==> src/rtl/mult_mulh_unit_if.sv <==
// EX-stage multiplier port: request fields from the decoder, result and stall back to EX.
interface mult_mulh_unit_if;
  logic        enable_i;
  logic [2:0]  operator_i;
  logic [1:0]  short_signed_i;
  logic [31:0] op_a_i;
  logic [31:0] op_b_i;
  logic        ex_ready_i;
  logic [31:0] result_o;
  logic        ready_o;
  logic        mulh_active_o;

  modport master (
    output enable_i, operator_i, short_signed_i, op_a_i, op_b_i, ex_ready_i,
    input  result_o, ready_o, mulh_active_o
  );

  modport slave (
    input  enable_i, operator_i, short_signed_i, op_a_i, op_b_i, ex_ready_i,
    output result_o, ready_o, mulh_active_o
  );
endinterface

==> src/rtl/mult_mulh_unit.sv <==
// RV32M multiply unit: single-cycle MUL low word, four-step 17x17 partial-product
// sequence for MULH/MULHSU/MULHU high word.
module mult_mulh_unit (
  input logic             clk,
  input logic             rst_n,
  mult_mulh_unit_if.slave bus
);
  localparam int unsigned DATA_W = 32;
  localparam int unsigned HALF_W = 16;
  localparam int unsigned ACC_W  = 34;

  localparam logic [2:0] IDLE = 3'd0;
  localparam logic [2:0] PP0  = 3'd1;
  localparam logic [2:0] PP1  = 3'd2;
  localparam logic [2:0] PP2  = 3'd3;
  localparam logic [2:0] PP3  = 3'd4;
  localparam logic [2:0] DONE = 3'd5;

  localparam logic [2:0] MUL_MAC32 = 3'b000;
  localparam logic [2:0] MUL_H     = 3'b110;

  logic [2:0]              state_q, state_d;
  logic [DATA_W-1:0]       a_q, b_q;
  logic [1:0]              sgn_q;
  logic signed [ACC_W-1:0] acc_q, acc_d;
  logic                    latch_en;
  logic signed [HALF_W:0]  mul_a, mul_b;
  logic signed [ACC_W-1:0] pp;
  logic [DATA_W-1:0]       mul_lo;

  // Half-operand selection; low halves zero-extend, high halves follow operand signedness
  always_comb begin
    mul_a = {1'b0, a_q[HALF_W-1:0]};
    mul_b = {1'b0, b_q[HALF_W-1:0]};
    case (state_q)
      PP1: mul_b = {sgn_q[1] & b_q[DATA_W-1], b_q[DATA_W-1:HALF_W]};
      PP2: mul_a = {sgn_q[0] & a_q[DATA_W-1], a_q[DATA_W-1:HALF_W]};
      PP3: begin
        mul_a = {sgn_q[0] & a_q[DATA_W-1], a_q[DATA_W-1:HALF_W]};
        mul_b = {sgn_q[1] & b_q[DATA_W-1], b_q[DATA_W-1:HALF_W]};
      end
      default: ;
    endcase
  end

  assign pp     = ACC_W'(mul_a) * ACC_W'(mul_b);
  assign mul_lo = bus.op_a_i * bus.op_b_i;

  assign bus.mulh_active_o = (state_q != IDLE);

  // Next state, accumulator update and outputs. The accumulator drops 16 settled
  // low bits before each higher-weight term so 34 bits suffice for product[63:32].
  always_comb begin
    state_d      = state_q;
    acc_d        = acc_q;
    latch_en     = 1'b0;
    bus.result_o = '0;
    bus.ready_o  = 1'b1;
    case (state_q)
      IDLE: begin
        if (bus.enable_i) begin
          if (bus.operator_i == MUL_MAC32) begin
            bus.result_o = mul_lo;
          end else if (bus.operator_i == MUL_H) begin
            latch_en    = 1'b1;
            acc_d       = '0;
            bus.ready_o = 1'b0;
            state_d     = PP0;
          end
        end
      end
      PP0: begin
        bus.ready_o = 1'b0;
        acc_d       = pp;
        state_d     = PP1;
      end
      PP1: begin
        bus.ready_o = 1'b0;
        acc_d       = (acc_q >>> HALF_W) + pp;
        state_d     = PP2;
      end
      PP2: begin
        bus.ready_o = 1'b0;
        acc_d       = acc_q + pp;
        state_d     = PP3;
      end
      PP3: begin
        bus.ready_o = 1'b0;
        acc_d       = (acc_q >>> HALF_W) + pp;
        state_d     = DONE;
      end
      DONE: begin
        bus.result_o = acc_q[DATA_W-1:0];
        if (bus.ex_ready_i) state_d = IDLE;
      end
      default: state_d = IDLE;
    endcase
  end

  always_ff @(posedge clk) begin
    if (!rst_n) begin
      state_q <= IDLE;
      acc_q   <= '0;
      a_q     <= '0;
      b_q     <= '0;
      sgn_q   <= '0;
    end else begin
      state_q <= state_d;
      acc_q   <= acc_d;
      if (latch_en) begin
        a_q   <= bus.op_a_i;
        b_q   <= bus.op_b_i;
        sgn_q <= bus.short_signed_i;
      end
    end
  end
endmodule

==> src/flat_wrapper.sv <==
// flat-port wrapper written by rule: the top's interface ports become plain ports
module mult_mulh_unit_flat 
  (clk, rst_n, bus_enable_i, bus_operator_i, bus_short_signed_i, bus_op_a_i, bus_op_b_i, bus_ex_ready_i, bus_result_o, bus_ready_o, bus_mulh_active_o);
  mult_mulh_unit_if bus_i ();
  input logic clk;
  input logic rst_n;
  input wire logic [$bits(bus_i.enable_i)-1:0] bus_enable_i;
  input wire logic [$bits(bus_i.operator_i)-1:0] bus_operator_i;
  input wire logic [$bits(bus_i.short_signed_i)-1:0] bus_short_signed_i;
  input wire logic [$bits(bus_i.op_a_i)-1:0] bus_op_a_i;
  input wire logic [$bits(bus_i.op_b_i)-1:0] bus_op_b_i;
  input wire logic [$bits(bus_i.ex_ready_i)-1:0] bus_ex_ready_i;
  output wire logic [$bits(bus_i.result_o)-1:0] bus_result_o;
  output wire logic [$bits(bus_i.ready_o)-1:0] bus_ready_o;
  output wire logic [$bits(bus_i.mulh_active_o)-1:0] bus_mulh_active_o;
  assign bus_i.enable_i = bus_enable_i;
  assign bus_i.operator_i = bus_operator_i;
  assign bus_i.short_signed_i = bus_short_signed_i;
  assign bus_i.op_a_i = bus_op_a_i;
  assign bus_i.op_b_i = bus_op_b_i;
  assign bus_i.ex_ready_i = bus_ex_ready_i;
  assign bus_result_o = bus_i.result_o;
  assign bus_ready_o = bus_i.ready_o;
  assign bus_mulh_active_o = bus_i.mulh_active_o;
  mult_mulh_unit u_core (.clk(clk), .rst_n(rst_n), .bus(bus_i));
endmodule
==> config.mk <==
export PLATFORM = sky130hd
export DESIGN_NAME = mult_mulh_unit_flat
export DESIGN_NICKNAME = d
export VERILOG_FILES = /design/src/rtl/mult_mulh_unit_if.sv /design/src/rtl/mult_mulh_unit.sv /design/src/flat_wrapper.sv
export SDC_FILE = /design/constraint.sdc
export NUM_CORES = 2
export LEC_CHECK = 0
export CAP_MARGIN = 10
export CORE_MARGIN = 10
export CORE_UTILIZATION = 55
export DETAILED_ROUTE_END_ITERATION = 10
export PLACE_DENSITY_LB_ADDON = 0.15
export SYNTH_ARGS = -nofsm -noshare
export SYNTH_HDL_FRONTEND = slang
export SYNTH_SLANG_ARGS = --single-unit
==> constraint.sdc <==
create_clock -name clk -period 14.85 [get_ports clk]
set_clock_uncertainty 0.1 [all_clocks]
set_input_delay 2.97 -clock clk [delete_from_list [all_inputs] [get_ports clk]]
set_output_delay 2.97 -clock clk [all_outputs]
set_load 0.005 [all_outputs]
==> results.toml <==
[cts]
clk_pin_slew_ps = 90
cts_max_level = 3
cts_buffers = 9
cts.repair.resized = 0
cts_buffer_depth = 2
cts_root_buffer = "clkbuf_16"
cts_sinks = 103
cts_tree = "yes"
clock_latency_ps = 380
post_cts_buffers = 0
cts-hold-fix-buffers = 0

[worst_setup_path]
critPathLaunch = "bus_op_b_i[6]"
path_buf_inv = 8
critical_path.slowest_cell = "clkdlybuf4s50_1"
critPathMaxFanout = 10
critPathLaunchType = "input pin"
crit_family = "adder cells"
max_stage_delay_ps = 920
cp.arrival_ps = 11440
crit_top_cell = "fa_1"
timing.rr.start = "u_core.state_q[2]"
worstSetupEndpointType = "output pin"
worst_ep_required_time_ps = 11780
critical_path_class = "input pin to output pin"

[placement]
place.gp.congestion = 0.958
place_hpwl_um = 82700
port_buffers = 106

[floorplanning]
fp.dieH_um = 265
coreArea_sq_mm = 0.0594
ios = 107
start_util = 0.558
die_x_um = 265
rows = 89
dieArea_sq_mm = 0.0704

[drt]
routed_via_density = 5.62
wire_per_inst_um = 21.2
routed_wl_um = 101000
dr_total_vias = 26700
drt_iter0_markers = 2324
ant_nets = 0
drc = 0
first_pass_iters = 7

[sta]
fin_tns_setup_ps = 0
finalHoldViolations = 0
period_minus_slack_ps = 14510
fin_crit_sh = 0.977
rsz0062_at_grt = "false"
maxSlewViolCount = 0
maxSlewHeadroom = 0.137
worst_slew_pin_slew_ps = 1260
setup_viol = 0
clock.fmax_mhz = 68.9

[logic_synthesis]
synth_xor_xnor_area_share = 0.0404
netlist_instances = 3963
synth_simple_gate_area_frac = 0.164
synth_top_family_by_area = "adder cells"
netlist_area_sq_mm = 0.0331
synth-seq-cells = 103
async_flop_share = 0
muxShareOfSynthArea = 0.0151
synth-compound-area-share = 0.0831
synth_cell_types = 69
synth_edf_count = 0
synth_nets = 4982
avgSynthCellArea_sq_um = 8.36
synthFlopType = "dfxtp_1"
synthAdderAreaFrac = 0.517
yosysWarnings = 0
ys_seq_area_frac = 0.0623

[worst_hold_path]
hold_start = "u_core.a_q[0]"
min_path_type = "flop to flop"

[global_routing]
antenna_found_initial = 7
grt_usage = 0.295
met2_usage = 0.440
use_met1 = 0.432
use_met3 = 0.0659
globalRouteOverflowTotal = 0
grt_pass1_vias = 27400
busiest_layer = "met2"
grt_max_degree = 87
grt_pass1_wl_um = 161000

[cells_and_area]
fin_nets = 4995
syn_to_final_growth_pct = 7.09
final.fill_count = 5371
drive_above_1_share = 0.0367

[flow_run]
drv_cap = 0

[run_status]
status = "finished, final reports clean"
==> state kept, by name, indices dropped and copies added, names as in the netlist <==
signal / cells
u_core.acc_q: 34
u_core.b_q: 32
u_core.a_q: 32
u_core.state_q: 3
u_core.sgn_q: 2
==> stage by stage <==
step                setup WS (ps)  utilization  cell area, sq um  hold WS (ps)  instances
floorplan                    2160            -             33100           336       3963
global placement              588        0.592             35200           345       4738
detailed placement            471        0.592             35200           352       4738
CTS                           447        0.598             35500           364       4754
global route                 55.3        0.598             35500           398       4754
finish                        340        0.598             35500           361       4755
==> cell type report <==
class                   instances  area, sq um  area share
flip-flops and latches        103         2060      0.0581
clock buffers                   9          225     0.00635
well taps                     773          967      0.0273
diodes                          1         2.50   0.0000705
repair buffers                193         1750      0.0492
inverters                     848         3180      0.0897
clock inverters                 7         91.3     0.00258
multi-input cells            2821        27200       0.767
==> Yosys cell counts, types with 8 or more instances <==
master    count  area, sq um
nor3_1       13         65.1
buf_1        17         63.8
a21oi_1      82          410
inv_1       846         3180
nand2b_1     15         93.8
a31oi_1       8         50.1
or2_2         9         56.3
and3_1        9         56.3
mux2_2       16          180
clkbuf_1    172          646
a22oi_1      11         82.6
dfxtp_1     103         2060
xor2_1       42          368
nor2b_1      36          225
ha_1        241         3020
nand4_1       8         50.1
o21bai_1     13         97.6
mux2i_1      32          320
nor2_1      222          833
nand2_1     800         3000
a21o_1       58          435
nand3_1      10         50.1
xnor2_1     108          946
o21ai_0      62          310
fa_1        705        14100
a222oi_1     24          240
and2_1      138          863
o21a_1       16          120
a21boi_0     58          435
==> worst min-delay path: stages (launching register included) <==
cell	delay [ps]
dfxtp_1	320
nand2_1	50
a21oi_1	50
==> layout by cell type (no fill, tap or decap), drive strengths merged, types with 32 or more instances in the layout <==
cell type,instances
ha,241
inv,850
and2,138
xnor2,108
nor2b,36
a21oi,82
mux2i,32
fa,705
o21ai,64
buf,88
nand2,800
a21o,58
xor2,42
clkdlybuf4s50,105
nor2,222
a21boi,60
dfxtp,103
==> logic make-up after synthesis <==
group,count (synthesis)
muxes,48
adders and majority gates,946
DFF,103
and+or+nand+nor,1279
xor gates and xnor gates,151
buffers and inverters,1039
AOI/OAI and AO/OA,397
==> final timing paths <==
kind                                    endpoint  depth (start not counted)  slack, ps
worst max-delay path            bus_result_o[30]                         27        340
worst min-delay path               u_core.a_q[0]                          2        360
worst max register to register  u_core.acc_q[33]                         35       4030
worst min register to register     u_core.a_q[0]                          2        360
==> layer usage <==
metal / share of wire / vias to the layer above
li1: - / 11900
met1: 0.44 / 13400
met2: 0.43 / 1268
met3: 0.11 / 167
met4: 0.025 / 6
met5: 0.00039 / -
Power is not shown: default switching activity piles up to over one toggle a cycle in this logic, so the estimate is an artifact.
